--- src/rtl/spi_ram_pkg.sv ---
// rtl/spi_ram_pkg.sv - shared types and constants for the SPI-to-RAM datapath
//
// Contents:
//   DEFAULT_ADDR_SIZE  default width of the address/data field
//   state_e            SPI slave FSM states
//   CMD_*              2-bit command codes carried in frame bits [9:8]
//   cnt_width()        bit-counter width able to hold a full frame or byte
package spi_ram_pkg;

    localparam int DEFAULT_ADDR_SIZE = 8;

    typedef enum logic [2:0] {
        IDLE,
        CHK_CMD,
        WRITE,
        READ_ADD,
        READ_DATA
    } state_e;

    localparam logic [1:0] CMD_WRITE_ADDRESS = 2'b00;
    localparam logic [1:0] CMD_WRITE_DATA    = 2'b01;
    localparam logic [1:0] CMD_READ_ADDRESS  = 2'b10;
    localparam logic [1:0] CMD_READ_DATA     = 2'b11;

    // The counter must reach max(frame_w, addr_size) + 1 without wrapping:
    // the tx side counts one past the last bit to mark the byte as sent.
    function automatic int cnt_width(input int frame_w, input int addr_size);
        int m;
        m = (frame_w > addr_size) ? frame_w : addr_size;
        return $clog2(m + 2);
    endfunction

endpackage

--- src/rtl/spi_slave_if_if.sv ---
// rtl/spi_slave_if_if.sv - SPI pins and RAM-side handshake bundle
//
// Signals:
//   SS_n, MOSI, MISO   SPI serial pins (slave select active low, MSB first)
//   rx_data, rx_valid  assembled frame towards RAM din, one-cycle strobe
//   tx_data, tx_valid  read data from RAM dout with its valid flag
// Modports:
//   slave   view used by spi_slave_if
//   master  view used by the SPI master / RAM side
interface spi_slave_if_if
    import spi_ram_pkg::*;
#(
    parameter int ADDR_SIZE = DEFAULT_ADDR_SIZE,
    parameter int FRAME_W   = ADDR_SIZE + 2
);

    logic                 SS_n;
    logic                 MOSI;
    logic                 MISO;
    logic [FRAME_W-1:0]   rx_data;
    logic                 rx_valid;
    logic [ADDR_SIZE-1:0] tx_data;
    logic                 tx_valid;

    modport slave (
        input  SS_n,
        input  MOSI,
        input  tx_data,
        input  tx_valid,
        output MISO,
        output rx_data,
        output rx_valid
    );

    modport master (
        output SS_n,
        output MOSI,
        output tx_data,
        output tx_valid,
        input  MISO,
        input  rx_data,
        input  rx_valid
    );

endinterface

--- src/rtl/spi_shift_reg.sv ---
// rtl/spi_shift_reg.sv - shift register with parallel load and bit counter
//
// Ports:
//   clk, rst_n  clock, asynchronous active-low reset
//   clr         synchronous clear of data and counter (highest priority)
//   load        parallel load of din; counter set to 1 (first bit presented)
//   shift       shift left by one, sin enters at bit 0; counter increments
//   sin         serial input
//   din         parallel load data
//   q           register contents; q[WIDTH-1] is the serial output
//   cnt         number of bits shifted in / presented since clear
module spi_shift_reg #(
    parameter int WIDTH = 8,
    parameter int CNT_W = 4
) (
    input  logic             clk,
    input  logic             rst_n,
    input  logic             clr,
    input  logic             load,
    input  logic             shift,
    input  logic             sin,
    input  logic [WIDTH-1:0] din,
    output logic [WIDTH-1:0] q,
    output logic [CNT_W-1:0] cnt
);

    always_ff @(posedge clk or negedge rst_n) begin
        if (!rst_n) begin
            q   <= '0;
            cnt <= '0;
        end else if (clr) begin
            q   <= '0;
            cnt <= '0;
        end else if (load) begin
            q   <= din;
            cnt <= CNT_W'(1);
        end else if (shift) begin
            q   <= {q[WIDTH-2:0], sin};
            cnt <= cnt + 1'b1;
        end
    end

endmodule

--- src/rtl/spi_slave_if.sv ---
// rtl/spi_slave_if.sv - SPI slave front end: MOSI frames to RAM words, RAM bytes to MISO
//
// Ports:
//   clk    SPI serial clock shared with the RAM, rising-edge sampling
//   rst_n  asynchronous active-low reset
//   bus    spi_slave_if_if.slave: SS_n/MOSI/MISO, rx_data/rx_valid, tx_data/tx_valid
//
// Frame: one select bit (0 write path, 1 read path) then FRAME_W payload bits,
// MSB first. The payload is forwarded unmodified with a one-cycle rx_valid.
// A read-path frame after a completed read-address frame is a read-data frame:
// once received, the first tx_valid latches tx_data and shifts it out on MISO.
module spi_slave_if
    import spi_ram_pkg::*;
#(
    parameter int ADDR_SIZE = DEFAULT_ADDR_SIZE,
    parameter int FRAME_W   = ADDR_SIZE + 2
) (
    input  logic          clk,
    input  logic          rst_n,
    spi_slave_if_if.slave bus
);

    localparam int CNT_W = cnt_width(FRAME_W, ADDR_SIZE);

    state_e               state;
    state_e               state_next;

    logic                 rd_addr_done;
    logic                 rx_valid_q;

    logic [FRAME_W-1:0]   rx_q;
    logic [CNT_W-1:0]     rx_cnt;
    logic [ADDR_SIZE-1:0] tx_q;
    logic [CNT_W-1:0]     tx_cnt;

    logic                 in_frame;
    logic                 rx_shift;
    logic                 rx_last;
    logic                 rx_done;
    logic                 tx_load;
    logic                 tx_shift;
    logic                 tx_last;

    // Only the MSB of tx_q drives MISO; the lower bits just feed the shift chain.
    logic [ADDR_SIZE-2:0] unused_tx_low;
    assign unused_tx_low = tx_q[ADDR_SIZE-2:0];

    // Receiving states share the same deserialiser; SS_n high clears both
    // registers so an aborted frame leaves nothing behind.
    assign in_frame = ((state == WRITE) || (state == READ_ADD) || (state == READ_DATA))
                      && !bus.SS_n;
    assign rx_done  = (rx_cnt == CNT_W'(FRAME_W));
    assign rx_shift = in_frame && (rx_cnt < CNT_W'(FRAME_W));
    assign rx_last  = rx_shift && (rx_cnt == CNT_W'(FRAME_W - 1));

    // tx_cnt: 0 = waiting for tx_valid, 1..ADDR_SIZE = bit on MISO,
    // ADDR_SIZE+1 = byte sent; it never returns to 0 inside a frame, so a
    // late tx_valid cannot restart the transmit.
    assign tx_load  = in_frame && (state == READ_DATA) && rx_done
                      && (tx_cnt == '0) && bus.tx_valid;
    assign tx_shift = in_frame && (state == READ_DATA)
                      && (tx_cnt != '0) && (tx_cnt <= CNT_W'(ADDR_SIZE));
    assign tx_last  = tx_shift && (tx_cnt == CNT_W'(ADDR_SIZE));

    spi_shift_reg #(
        .WIDTH (FRAME_W),
        .CNT_W (CNT_W)
    ) u_rx (
        .clk   (clk),
        .rst_n (rst_n),
        .clr   (bus.SS_n),
        .load  (1'b0),
        .shift (rx_shift),
        .sin   (bus.MOSI),
        .din   ('0),
        .q     (rx_q),
        .cnt   (rx_cnt)
    );

    spi_shift_reg #(
        .WIDTH (ADDR_SIZE),
        .CNT_W (CNT_W)
    ) u_tx (
        .clk   (clk),
        .rst_n (rst_n),
        .clr   (bus.SS_n),
        .load  (tx_load),
        .shift (tx_shift),
        .sin   (1'b0),
        .din   (bus.tx_data),
        .q     (tx_q),
        .cnt   (tx_cnt)
    );

    always_ff @(posedge clk or negedge rst_n) begin
        if (!rst_n) begin
            state <= IDLE;
        end else begin
            state <= state_next;
        end
    end

    // rd_addr_done survives aborts so an interrupted read-data can be retried;
    // only a fully shifted-out byte (or reset) clears it.
    always_ff @(posedge clk or negedge rst_n) begin
        if (!rst_n) begin
            rx_valid_q   <= 1'b0;
            rd_addr_done <= 1'b0;
        end else begin
            rx_valid_q <= rx_last;
            if (rx_last && (state == READ_ADD)) begin
                rd_addr_done <= 1'b1;
            end else if (tx_last) begin
                rd_addr_done <= 1'b0;
            end
        end
    end

    always_comb begin
        state_next = state;
        case (state)
            IDLE: begin
                if (!bus.SS_n) begin
                    state_next = CHK_CMD;
                end
            end
            CHK_CMD: begin
                if (bus.SS_n) begin
                    state_next = IDLE;
                end else if (!bus.MOSI) begin
                    state_next = WRITE;
                end else if (!rd_addr_done) begin
                    state_next = READ_ADD;
                end else begin
                    state_next = READ_DATA;
                end
            end
            default: begin
                if (bus.SS_n) begin
                    state_next = IDLE;
                end
            end
        endcase
    end

    // tx_q is zero whenever no byte is in flight (reset, clear, fully
    // shifted), so its MSB is directly the MISO level.
    always_comb begin
        bus.MISO     = (state == READ_DATA) ? tx_q[ADDR_SIZE-1] : 1'b0;
        bus.rx_data  = rx_q;
        bus.rx_valid = rx_valid_q;
    end

endmodule

--- src/flat_wrapper.sv ---
// flat-port wrapper written by rule: the top's interface ports become plain ports
module spi_slave_if_flat import spi_ram_pkg::*;
#(
    parameter int ADDR_SIZE = DEFAULT_ADDR_SIZE,
    parameter int FRAME_W   = ADDR_SIZE + 2
)
  (clk, rst_n, bus_SS_n, bus_MOSI, bus_tx_data, bus_tx_valid, bus_MISO, bus_rx_data, bus_rx_valid);
  spi_slave_if_if #(.ADDR_SIZE(ADDR_SIZE), .FRAME_W(FRAME_W)) bus_i ();
  input  logic clk;
  input  logic rst_n;
  input wire logic [$bits(bus_i.SS_n)-1:0] bus_SS_n;
  input wire logic [$bits(bus_i.MOSI)-1:0] bus_MOSI;
  input wire logic [$bits(bus_i.tx_data)-1:0] bus_tx_data;
  input wire logic [$bits(bus_i.tx_valid)-1:0] bus_tx_valid;
  output wire logic [$bits(bus_i.MISO)-1:0] bus_MISO;
  output wire logic [$bits(bus_i.rx_data)-1:0] bus_rx_data;
  output wire logic [$bits(bus_i.rx_valid)-1:0] bus_rx_valid;
  assign bus_i.SS_n = bus_SS_n;
  assign bus_i.MOSI = bus_MOSI;
  assign bus_i.tx_data = bus_tx_data;
  assign bus_i.tx_valid = bus_tx_valid;
  assign bus_MISO = bus_i.MISO;
  assign bus_rx_data = bus_i.rx_data;
  assign bus_rx_valid = bus_i.rx_valid;
  spi_slave_if #(.ADDR_SIZE(ADDR_SIZE), .FRAME_W(FRAME_W)) u_core (.clk(clk), .rst_n(rst_n), .bus(bus_i));
endmodule
--- config.mk ---
export PLATFORM = sky130hd
export DESIGN_NAME = spi_slave_if_flat
export DESIGN_NICKNAME = d
export VERILOG_FILES = /design/src/rtl/spi_ram_pkg.sv /design/src/rtl/spi_slave_if_if.sv /design/src/rtl/spi_shift_reg.sv /design/src/rtl/spi_slave_if.sv /design/src/flat_wrapper.sv
export SDC_FILE = /design/constraint.sdc
export NUM_CORES = 1
export LEC_CHECK = 0
export ABC_AREA = 1
export CORE_ASPECT_RATIO = 1.25
export CORE_MARGIN = 10
export CORE_UTILIZATION = 48
export DETAILED_ROUTE_END_ITERATION = 16
export HOLD_SLACK_MARGIN = 0.08
export PLACE_DENSITY = 0.76
export SYNTH_ARGS = -nofsm -noshare
export SYNTH_HDL_FRONTEND = slang
export SYNTH_HIERARCHICAL = 1
export SYNTH_SLANG_ARGS = --single-unit
--- constraint.sdc ---
create_clock -name clk -period 4 [get_ports clk]
set_input_delay 1.2 -clock clk [delete_from_list [all_inputs] [get_ports clk]]
set_output_delay 1.2 -clock clk [all_outputs]
set_load 0.1 [all_outputs]
==> impl_metrics.py <==
metrics = {
    "synthesis": {
        "synthesis.area_mm2": 0.001709,
        "synth_xor_area_share_pct": 1.025,
        "synthMuxAreaShare_pct": 0,
        "postSynth.asyncResetShare_pct": 100.0,
        "yosysMostFrequentCell": "nand2_1",
        "synthSimpleGateAreaFrac_pct": 40.04,
        "synth_top_family_by_area": "simple AND/OR/NAND/NOR gates",
        "synth_ff_type": "dfrtp_1",
        "synth_compound_area_share_pct": 5.490,
        "synth_top_cell_by_area": "dfrtp_1",
        "synth_top_area_share_pct": 45.39,
        "synthTopCellsByCount": "131 x nand2_1, 31 x dfrtp_1, 22 x nor2_1",
        "synth-adder-area-share_pct": 1.464,
        "synth_warnings": 6,
        "seq_area_frac_synth_pct": 45.39,
        "synth_area_leaders": "dfrtp_1 45%, nand2_1 29%, nor2_1 4.8%",
        "syn-instance-count": 239,
        "syn_area_per_cell_um2": 7.151,
        "ys_seq_elements": 31,
        "ys_types": 22,
        "synth_edf_count": 0,
    },
    "grt": {
        "grt-ovfl-total": 0,
        "grt_max_degree": 32,
        "first_global_vias": 1436,
        "antenna_found_initial": 0,
        "grt_pass1_wl_um": 6072,
        "grtUsageTotal_pct": 11.71,
    },
    "worst_setup_path": {
        "worstSetupPathType": "reg -> out",
        "reg2reg_from": "u_core/u_tx/cnt[1]$_DFFE_PN0P_",
        "critPathMaxStageDelay_ns": 1.15,
        "critPathLaunchType": "flip-flop",
        "cpLargestDelayFamily": "buffers and inverters",
        "crit_path_max_fanout": 3,
        "reg2reg_slack_ns": 2.08,
        "crit_buf_inv": 1,
        "cp.required_ns": 2.80,
        "worst_path_max_delay_cell": "clkdlybuf4s50_1",
        "worstPathCellList": "clkdlybuf4s50_1",
        "end_kind": "output port",
        "r2r_end": "u_core/u_tx/q[1]$_DFFE_PN0P_",
        "worstPathArrival_ns": 1.81,
        "worstRegToRegCells": 10,
    },
    "min_path": {
        "hold_class": "reg -> reg",
        "holdPathEnd": "u_core/u_tx/q[4]$_DFFE_PN0P_",
        "min_path_cells": 2,
        "hold_start": "u_core/u_tx/q[4]$_DFFE_PN0P_",
    },
    "clock_tree": {
        "path_clk_slew_ns": 0.07,
        "ctsHtreeMaxLevel": 2,
        "cts_tree": "done",
        "cts_hold_buffers": 0,
        "post_cts_resized": 0,
        "post_cts_buffers": 0,
        "cts_buffers": 5,
        "clk_latency_ns": 0.28,
        "cts.path.max_buffers": 2,
        "cts-root-buf": "clkbuf_8",
        "clock-sinks": 31,
    },
    "floorplan": {
        "die_w_um": 73.37,
        "pin_count": 25,
        "die_area_mm2": 0.006362,
        "coreArea_mm2": 0.003453,
        "initial_utilization_pct": 49.49,
        "die_h_um": 86.72,
        "rows": 24,
    },
    "drt": {
        "drcViolationCount": 0,
        "post_drt_wl_per_cell_um": 10.48,
        "wl_met2_um": 1595,
        "drt_first_pass_iters": 4,
        "vias_per_cell": 4.579,
        "ant_nets": 0,
        "top_layer_used": "met4",
        "initialDrtViolationCount": 101,
        "vias": 1479,
        "wl_met1_um": 1509,
        "dr_wl_met3_um": 245,
        "drt-total-wl_um": 3385,
    },
    "power_and_ir_drop": {
        "power_leakage_nw": 1.088,
        "vdd.ir_drop.worst_mv": 0.2615,
        "power_density_mw_per_mm2": 323.7,
    },
    "placed_design": {
        "place_inst": 315,
        "io_buffer_count": 24,
        "gp_congestion": 0.8268,
        "hpwl_um": 2487,
    },
    "timing": {
        "hold_viol": 0,
        "setup_violations": 0,
        "rsz0062_at_grt": "no",
        "period_share_pct": 75.18,
        "whs_ns": 0.4774,
        "slew_violations": 0,
        "slew_headroom_pct": 34.90,
        "clock_skew_ns": 0.01030,
        "fmax_mhz": 332.5,
        "period_minus_slack_ns": 3.007,
        "worst_pin_slew_ns": 0.9734,
        "fin_tns_setup_ns": 0,
    },
    "finish": {
        "antennaDiodeCount": 0,
        "area_growth_pct": 23.50,
        "multiInputGateArea_um2": 877.1,
        "final_util_pct": 61.12,
        "nets": 298,
        "instances_no_fill": 323,
        "drive_above_1_share_pct": 8.451,
        "register_area_um2": 775.7,
        "fillCellCount": 310,
    },
    "outcome": {
        "status": "finished clean",
    },
    "job": {
        "cap_violations": 0,
    },
}
-- where the power goes --
group,switching [mW],internal [mW]
Clock,0.108,0.122
Sequential,0.00927,0.323
Combinational,0.0848,0.0367
Total,0.202,0.481
-- placed cells by master (no fill, tap or decap) --
master,count
nand4_1,1
clkbuf_8,5
inv_2,3
conb_1,15
nor2_1,22
clkdlybuf4s50_1,23
nor3b_1,1
xnor2_1,2
nor3_1,1
nand2_1,131
a21oi_2,2
nor3_2,2
o21ai_0,4
ha_1,2
nor3_4,2
inv_1,13
dfrtp_1,31
nand3_1,4
nor2_2,1
clkbuf_1,2
a21oi_4,1
clkinv_2,1
buf_4,5
a21oi_1,8
nand2_2,2
-- sequential cells by signal, indices dropped and copies added, names as in the netlist --
name                 count
u_core/bus.rx_valid      1
u_core/u_rx/q           10
u_core/u_tx/q            8
u_core/state             3
u_core/u_rx/cnt          4
u_core/rd_addr_done      1
u_core/u_tx/cnt          4
-- worst max-delay path by stage --
stage	from	to	slack, ns	cells after the start
CTS	u_core/u_rx/q[0]$_DFFE_PN0P_	bus_rx_data[0]	0.97	1
global placement	bus_SS_n	u_core/u_tx/q[1]$_DFFE_PN0P_	0.95	10
global route	u_core/u_rx/q[2]$_DFFE_PN0P_	bus_rx_data[2]	0.92	1
floorplan	u_core/state[1]$_DFFE_PN0P_	bus_MISO	0.92	3
finish	u_core/u_rx/q[0]$_DFFE_PN0P_	bus_rx_data[0]	0.99	1
detailed placement	bus_SS_n	u_core/u_rx/q[4]$_DFFE_PN0P_	0.96	9
-- layout make-up --
type / instances / area share [%]
multi-input cells: 201 / 41.55
clock inverters: 1 / 0.2371
repair buffers: 28 / 12.69
inverters: 16 / 2.845
well taps: 39 / 2.312
flip-flops and latches: 31 / 36.75
clock buffers: 7 / 3.616
-- worst register-to-register path, cell delays in order, from the launching register on --
cell and delay (ns):
dfrtp_1 0.41, nor2_1 0.19, nand2_1 0.07, nor2_1 0.17
nand3_1 0.11, nor2_1 0.10, buf_4 0.19, inv_2 0.11
a21oi_2 0.31, nand2_1 0.12, nand2_1 0.07
-- layer usage --
layer / vias up / global-route usage, %
li1: 804 / -
met2: 23 / 18.48
met4: 0 / 4.244
met1: 647 / 13.46
met5: - / 0
met3: 5 / 5.492
-- cell families (layout without fill, tap and decap cells) --
logic type	after synthesis	count (layout)
other cells	1	15
flops	31	31
simple gates	167	167
compound gates	15	15
fa+ha+maj	2	2
xor+xnor	2	2
buf+inv	21	52
-- metrics by stage --
step,area [µm²],setup slack (ns),total power [mW]
global route,2111,0.9224,0.7224
global placement,2029,0.9515,0.4589
CTS,2111,0.9729,0.6969
detailed placement,2029,0.9571,0.4599
floorplan,1762,0.9233,0.4198
finish,2111,0.9926,0.6833
Note: power is estimated with default switching activity, not from simulation.
